## config.mk

```make
export PLATFORM = sky130hd
export DESIGN_NAME = cpu_bus_arbiter
export DESIGN_NICKNAME = d
export VERILOG_FILES = /design/src/rtl/cpu_bus_arbiter.sv
export SDC_FILE = /design/constraint.sdc
export NUM_CORES = 1
export LEC_CHECK = 0
export CELL_PAD_IN_SITES_DETAIL_PLACEMENT = 2
export CELL_PAD_IN_SITES_GLOBAL_PLACEMENT = 2
export CORE_ASPECT_RATIO = 0.5
export CORE_MARGIN = 2
export CORE_UTILIZATION = 33
export CTS_CLUSTER_SIZE = 14
export DETAILED_ROUTE_END_ITERATION = 8
export GPL_TIMING_DRIVEN = 0
export PLACE_DENSITY_LB_ADDON = 0.3
export SLEW_MARGIN = 25
export SYNTH_ARGS = -nofsm -noshare
export SYNTH_HDL_FRONTEND = slang
export SYNTH_SLANG_ARGS = --single-unit
```

## constraint.sdc

```tcl
create_clock -name clock -period 3.05 [get_ports clock]
set_input_delay 0.915 -clock clock [delete_from_list [all_inputs] [get_ports clock]]
set_output_delay 0.915 -clock clock [all_outputs]
set_load 0.05 [all_outputs]
```

## src/rtl/cpu_bus_arbiter.sv

```systemverilog
// ---------------------------------------------------------------------------
// cpu_bus_arbiter
//
// Shares a single external memory port between the CPU instruction-fetch bus
// (cpui_*) and the data bus (cpud_*). Each requester's one-cycle request pulse
// is latched into a pending slot. Only one memory transaction is outstanding
// at a time. The ack and read data are routed back to the requester that
// issued the transaction. A watchdog closes a transaction the memory never
// acknowledges and raises bus_error for that cycle.
//
// Optional build macro:
//   ARB_RR_EN  - when both requesters are pending at a dispatch, grant the one
//                that lost the previous contended grant. Without it, data
//                always wins over instruction fetch.
//
// Parameters:
//   TIMEOUT    - BUSY cycles without mem_ack before forced completion
//                (0 disables the watchdog)
//
// Ports:
//   clock, reset                 system clock, async active-low reset
//   cpui_request/addr            instruction fetch request pulse and address
//   cpui_rdata/ack               fetch data and completion pulse
//   cpud_request/addr/write      data request pulse, address, direction
//   cpud_byte_enable/wdata       write lanes and write data
//   cpud_rdata/ack               read data and completion pulse
//   mem_request                  memory transaction start pulse
//   mem_addr/write/byte_enable/wdata  transaction fields, held until next dispatch
//   mem_rdata/ack                memory read data and completion
//   bus_error                    pulse alongside a watchdog-forced ack
// ---------------------------------------------------------------------------
module cpu_bus_arbiter #(
    parameter int TIMEOUT = 1024
) (
    input  logic        clock,
    input  logic        reset,
    input  logic        cpui_request,
    input  logic [31:0] cpui_addr,
    output logic [31:0] cpui_rdata,
    output logic        cpui_ack,
    input  logic        cpud_request,
    input  logic [31:0] cpud_addr,
    input  logic        cpud_write,
    input  logic [3:0]  cpud_byte_enable,
    input  logic [31:0] cpud_wdata,
    output logic [31:0] cpud_rdata,
    output logic        cpud_ack,
    output logic        mem_request,
    output logic [31:0] mem_addr,
    output logic        mem_write,
    output logic [3:0]  mem_byte_enable,
    output logic [31:0] mem_wdata,
    input  logic [31:0] mem_rdata,
    input  logic        mem_ack,
    output logic        bus_error
);

    localparam logic [1:0] ST_IDLE   = 2'd0;
    localparam logic [1:0] ST_BUSY_I = 2'd1;
    localparam logic [1:0] ST_BUSY_D = 2'd2;

    // Width holds the value TIMEOUT so the counter can saturate without wrapping.
    localparam int WD_W = (TIMEOUT > 0) ? $clog2(TIMEOUT + 1) : 1;
    localparam logic [WD_W-1:0] WD_LAST = WD_W'((TIMEOUT > 0) ? TIMEOUT - 1 : 0);
    localparam logic [WD_W-1:0] WD_MAX  = WD_W'((TIMEOUT > 0) ? TIMEOUT : 0);

    logic [1:0]      r_state;
    logic [WD_W-1:0] r_wd;

    logic            r_pend_i;
    logic [31:0]     r_i_addr;
    logic            r_pend_d;
    logic [31:0]     r_d_addr;
    logic            r_d_write;
    logic [3:0]      r_d_be;
    logic [31:0]     r_d_wdata;

    logic w_busy;
    logic w_wd_fire;
    logic w_done;
    logic w_free;
    logic w_new_i;
    logic w_new_d;
    logic w_want_i;
    logic w_want_d;
    logic w_pick_d;
    logic w_grant_i;
    logic w_grant_d;

    logic [31:0] w_addr_i;
    logic [31:0] w_addr_d;
    logic        w_write_d;
    logic [3:0]  w_be_d;
    logic [31:0] w_wdata_d;

    assign w_busy    = (r_state != ST_IDLE);
    assign w_wd_fire = (TIMEOUT > 0) && w_busy && !mem_ack && (r_wd == WD_LAST);
    assign w_done    = w_busy && (mem_ack || w_wd_fire);
    // The port is free this edge if idle, or the current transaction ends now.
    assign w_free    = !w_busy || w_done;

    // A request from a requester that is already pending or in flight is dropped.
    assign w_new_i   = cpui_request && !r_pend_i && (r_state != ST_BUSY_I);
    assign w_new_d   = cpud_request && !r_pend_d && (r_state != ST_BUSY_D);
    assign w_want_i  = r_pend_i || w_new_i;
    assign w_want_d  = r_pend_d || w_new_d;

    // Bypass: a request arriving on a dispatch edge is issued with its live fields.
    assign w_addr_i  = r_pend_i ? r_i_addr  : cpui_addr;
    assign w_addr_d  = r_pend_d ? r_d_addr  : cpud_addr;
    assign w_write_d = r_pend_d ? r_d_write : cpud_write;
    assign w_be_d    = r_pend_d ? r_d_be    : cpud_byte_enable;
    assign w_wdata_d = r_pend_d ? r_d_wdata : cpud_wdata;

`ifdef ARB_RR_EN
    // 1 = data won the last contended dispatch; resets to instruction.
    logic r_last_d;

    assign w_pick_d = w_want_d && (!w_want_i || !r_last_d);

    always_ff @(posedge clock or negedge reset) begin
        if (!reset) begin
            r_last_d <= 1'b0;
        end else if (w_free && w_want_i && w_want_d) begin
            r_last_d <= w_pick_d;
        end
    end
`else
    assign w_pick_d = w_want_d;
`endif

    assign w_grant_d = w_free && w_pick_d;
    assign w_grant_i = w_free && w_want_i && !w_pick_d;

    // Pending slots and captured request fields
    always_ff @(posedge clock or negedge reset) begin
        if (!reset) begin
            r_pend_i  <= 1'b0;
            r_i_addr  <= 32'h0;
            r_pend_d  <= 1'b0;
            r_d_addr  <= 32'h0;
            r_d_write <= 1'b0;
            r_d_be    <= 4'h0;
            r_d_wdata <= 32'h0;
        end else begin
            if (w_grant_i) begin
                r_pend_i <= 1'b0;
            end else if (w_new_i) begin
                r_pend_i <= 1'b1;
                r_i_addr <= cpui_addr;
            end
            if (w_grant_d) begin
                r_pend_d <= 1'b0;
            end else if (w_new_d) begin
                r_pend_d  <= 1'b1;
                r_d_addr  <= cpud_addr;
                r_d_write <= cpud_write;
                r_d_be    <= cpud_byte_enable;
                r_d_wdata <= cpud_wdata;
            end
        end
    end

    // Transaction state, memory-side fields and watchdog
    always_ff @(posedge clock or negedge reset) begin
        if (!reset) begin
            r_state         <= ST_IDLE;
            r_wd            <= '0;
            mem_request     <= 1'b0;
            mem_addr        <= 32'h0;
            mem_write       <= 1'b0;
            mem_byte_enable <= 4'h0;
            mem_wdata       <= 32'h0;
        end else begin
            mem_request <= w_grant_i || w_grant_d;
            if (w_grant_d) begin
                r_state         <= ST_BUSY_D;
                mem_addr        <= w_addr_d;
                mem_write       <= w_write_d;
                mem_byte_enable <= w_be_d;
                mem_wdata       <= w_wdata_d;
            end else if (w_grant_i) begin
                r_state         <= ST_BUSY_I;
                mem_addr        <= w_addr_i;
                mem_write       <= 1'b0;
                mem_byte_enable <= 4'h0;
                mem_wdata       <= 32'h0;
            end else if (w_done) begin
                r_state <= ST_IDLE;
            end

            if (w_grant_i || w_grant_d) begin
                r_wd <= '0;
            end else if ((TIMEOUT > 0) && w_busy && !mem_ack && (r_wd != WD_MAX)) begin
                r_wd <= r_wd + 1'b1;
            end
        end
    end

    // Requester-side completion; a forced completion returns zero data.
    always_ff @(posedge clock or negedge reset) begin
        if (!reset) begin
            cpui_ack   <= 1'b0;
            cpui_rdata <= 32'h0;
            cpud_ack   <= 1'b0;
            cpud_rdata <= 32'h0;
            bus_error  <= 1'b0;
        end else begin
            cpui_ack  <= w_done && (r_state == ST_BUSY_I);
            cpud_ack  <= w_done && (r_state == ST_BUSY_D);
            bus_error <= w_wd_fire;
            if (w_done && (r_state == ST_BUSY_I)) begin
                cpui_rdata <= mem_ack ? mem_rdata : 32'h0;
            end
            if (w_done && (r_state == ST_BUSY_D)) begin
                cpud_rdata <= mem_ack ? mem_rdata : 32'h0;
            end
        end
    end

endmodule

```

Word level (Yosys, flattened, before mapping)

Index checks and enable logic that the tools add are counted.

Register bits: 253
Output and inout port bits: 137
Bits of input ports: 138

Equality and inequality tests: 6
Bitwise operators: 2
Add/subtract/negate cells: 1
Mux-type cells: 23
Reduce and logical (&&, ||, !) cells: 31

Operators with widths:

| operator                | count |
|---|---|
| $mux W32                | 8 |
| $mux W11                | 2 |
| $logic_and A1 B1 Y1     | 13 |
| $mux W4                 | 3 |
| $add A11 B1 Y11 const B | 1 |
| $eq A11 B10 Y1 const B  | 1 |
| $ne A11 B11 Y1 const B  | 1 |
| $reduce_bool A2 Y1      | 5 |
| $mux W1                 | 7 |
| $mux W2                 | 3 |
| $logic_not A1 Y1        | 5 |
| $logic_or A1 B1 Y1      | 5 |
| $reduce_and A2 Y1       | 2 |
| $reduce_bool A3 Y1      | 1 |
| $eq A2 B1 Y1 const B    | 1 |
| $eq A2 B2 Y1 const B    | 1 |
| $ne A2 B1 Y1 const B    | 1 |
| $ne A2 B2 Y1 const B    | 1 |
| $not A1 Y1              | 2 |

Longest topological paths before layout

Depth in word-level cells: 10
Gate-level depth with buffers: 9
Depth with buffers taken out: 7

Worst setup path before layout

No wires, ideal clock.

Path type: input to register
Start point: input mem_ack
End point: register r_d_addr[0]
Required time: 2923 ps
Setup time: 127 ps
Arrival: 2701 ps
Stages on the path: 8
Setup slack: 221 ps
Path through: o21bai_1 -> or4_4 -> o21ai_4 -> or2_1 -> buf_2 -> buf_6 -> buf_6 -> mux2_1

Word-level cells in the longest chain between the ends: 9

RTL lines:

| element                           | RTL line | RTL |
|---|---|---|
| from (decl)                       | 54       | `input logic mem_ack,` |
| $logic_not A1 Y1                  | 97       | `assign w_wd_fire = (TIMEOUT > 0) && w_busy && !mem_ack && (r_wd == WD_LAST);` |
| $logic_and A1 B1 Y1 (2 in series) | 97       |  |
| $logic_or A1 B1 Y1 (*)            | 98       | `assign w_done = w_busy && (mem_ack \|\| w_wd_fire);` |
| $logic_and A1 B1 Y1 (*)           | 98       |  |
| $logic_or A1 B1 Y1 (*)            | 100      | `assign w_free = !w_busy \|\| w_done;` |
| $logic_and A1 B1 Y1 (*)           | 132      | `assign w_grant_d = w_free && w_pick_d;` |
| $not A1 Y1 (no line) (*)          | -        |  |
| $reduce_and A2 Y1 (no line) (*)   | -        |  |
| to (signal assigned)              | 156      | `r_d_addr <= cpud_addr;` |
| to (decl)                         | 73       | `logic [31:0] r_d_addr;` |

Every way passes the cells marked *; elsewhere a longest branch is shown, timed or not.
A chain may end at the register's enable or synchronous reset.

Worst setup path in the final report

Start point: input mem_ack
End point: register r_d_addr[17]

Same word-level chain as after synthesis.

==> metrics.txt <==
Layout Skew=21.8 ps; final setup violation count=0; hold slack=376 ps; Cells after Synth=790; Most used DFF post-synth=dfrtp_1; Setup WS pre-CTS=-762 ps; via count=7882; crit path max fanout=10; Post-synth ARST share=100%; initial antenna violation count=4; XOR/XNOR Fraction of Synth Area=0.655%; Synth area leaders=dfrtp_1 59%, mux2_2 13%, mux2i_1 6.5%; RSZ-0062 raised after global routing=yes; Worst-path clk slew=60 ps; most numerous cell in the Yosys netlist=dfrtp_1; FILL cells=3148; IO Pins=275; Slew headroom=39.6%; grt ovf=0; #FFs+latches synth=253; Inst Count DP=1498; port bufs=274; complex-gate fraction of the synthesized area=12.6%; CP Capture Type=flop; DP HPWL=25300 um; Initial Util=33.7%; R2R depth=8; Routed Antenna Nets=0; simple-gate area share of the yosys netlist=3.33%; final std cells w/o fill=1548; pwr dens=1240 nW/um^2; largest family of logic cells by synthesized area=multiplexers; Worst R2R End=r_d_addr[17]; Chip Height=131 um; number of global-route vias before repair=9347; Layout area overhead=39.8%; post-synthesis mux area share=20.1%; Slew Viols, Final=0; Setup CP Type=in -> reg; YS warnings=0; post-layout net count=1233; final critical-path required period=3030 ps; placement row count=46; CTS max path bufs=3; crit path DAT=3450 ps; outcome=finished, final reports clean; vias per cell=5.09; Slew @ Worst Pin=906 ps; Final GP Congestion=0.752; final count of hold timing violations=0; hold buffer count at cts=0; initial drt markers=354; Mapped Nets=930; HP Class=in -> async; Pleak=6.23 nW; maxcap violations=0; largest net degree at the start of global routing=92; CTS tree=yes; DR WL/cell=23.0 um; setup TNS=0 ps; worst-skew pair later-pin latency=540 ps; sequential fraction of the synthesis area=59.2%; Synth cell types=40; drt drc=0; R2R Setup Slk=370 ps; synthesized area=10700 sq um; die area=33900 sq um; fin crit share=99.4%; Tot GR Track Use=21.3%; cell taking the most area after synthesis=dfrtp_1; Post-synth EDFFs=0; layout cells sized above 1=18.6%; CTS buffer count=25; Worst Setup Start Kind=primary input; Synth top area share=59.2%; first-pass GRT wire length=56700 um; Pre-antenna DRT Iters=4; worst r2r src=r_wd[0]; Post-synth top cells=253 x dfrtp_1, 120 x mux2_2, 69 x mux2i_1, 65 x a22o_1; syn_area_per_cell=13.5 sq um; CTS Sinks=253; Max VDD drop=0.568 mV; maximum achievable frequency=330 MHz; WL final=35500 um; H-tree lvl count=1; utilization after layout=47.1%; Core Box Area=31800 sq um; Synth Area in Adders=0.234%; post-route setup slack=17.9 ps; die width=259 um; Root Driver=clkbuf_16; Critical Path RT=3470 ps
-- cell type report --
cell class                      count  area [sq um]  area share, %
Antenna cell                        4          10.0         0.0669
Buffer                             57           287           1.92
Sequential cell                   253          6330           42.3
Timing Repair Buffer              278          2820           18.8
Clock buffer                       33           676           4.52
Multi-Input combinational cell    440          3980           26.6
Tap cell                          432           541           3.61
Inverter                           38           143          0.954
Clock inverter                     13           173           1.15
-- worst max-delay path: stages --
cell             delay (ps)
clkdlybuf4s50_1         480
o21bai_2                290
or4_4                   590
o21ai_4                 240
or2_1                   140
buf_4                   180
buf_4                   240
mux2_2                  370
-- worst max path at each step --
| stage | slack, ps | cells after the start | endpoint | startpoint |
|---|---|---|---|---|
| final | 20 | 8 | r_d_addr[17] | mem_ack |
| after global routing | -30 | 8 | r_d_addr[17] | mem_ack |
| after CTS | 7 | 8 | r_d_wdata[28] | mem_ack |
| after detailed placement | -760 | 9 | r_d_wdata[28] | mem_ack |
| after global placement | -9910 | 1 | mem_addr[23] | reset |
| after floorplan | 220 | 8 | r_d_addr[0] | mem_ack |
-- registers in the layout, summed over array words and instances, names as in the netlist --
name,flops
mem_wdata,32
mem_write,1
r_i_addr,32
mem_request,1
r_d_wdata,32
cpud_rdata,32
mem_byte_enable,4
cpui_ack,1
r_d_write,1
r_d_be,4
mem_addr,32
cpud_ack,1
r_d_addr,32
r_pend_d,1
r_wd,11
cpui_rdata,32
bus_error,1
r_pend_i,1
r_state,2
-- placed cells by master, fill, tap and decap left out, types with 5 or more instances in the layout --
| cell | n |
|---|---|
| clkbuf_16 | 25 |
| a22o_1 | 65 |
| nand2_1 | 7 |
| nor2_1 | 19 |
| mux2i_1 | 69 |
| xor2_1 | 5 |
| o221ai_1 | 28 |
| clkbuf_2 | 8 |
| buf_2 | 10 |
| a21oi_1 | 10 |
| nand3_1 | 32 |
| clkdlybuf4s50_1 | 273 |
| inv_1 | 37 |
| mux2_1 | 10 |
| clkbuf_1 | 34 |
| clkinv_2 | 7 |
| mux2_2 | 120 |
| buf_4 | 9 |
| dfrtp_1 | 253 |
| o2bb2ai_1 | 37 |
-- logic make-up after synthesis --
family | after synthesis
adder cells (fa/ha/maj) | 2
multiplexers | 199
AO/OA/AOI/OAI | 158
XOR/XNOR | 8
buffers and inverters | 97
AND/OR/NAND/NOR | 73
flip-flops | 253
-- routing by layer --
| metal | vias up | share of wire [%] | track usage [%] |
|---|---|---|---|
| met5 | - | 0 | 0 |
| met4 | 0 | 2.4 | 6.26 |
| met3 | 48 | 3.5 | 3.94 |
| met2 | 136 | 53 | 38.4 |
| met1 | 4170 | 41 | 25.8 |
| li1 | 3528 | - | - |
-- timing repair --
item                       4_1_cts  5_1_grt
setup buffers                    2        0
setup endpoints to repair      225      134
pin swaps                        1        1
resized for setup                9       19
-- through the flow --
step                power [mW]  instance area [sq um]
floorplan                 11.8                  10700
global placement          14.9                  14000
detailed placement        15.3                  14000
CTS                       18.7                  14900
global route              19.5                  15000
finish                    18.5                  15000
-- power by group --
part           internal [mW]  total (mW)  leakage, nW  switching [mW]
sequential              4.96        5.91         3.12           0.951
clock                   1.91        3.29        0.423            1.38
combinational           3.57        9.31         2.69            5.74
total                   10.4        18.5         6.23            8.07
Power figures use the tool's default switching activity.
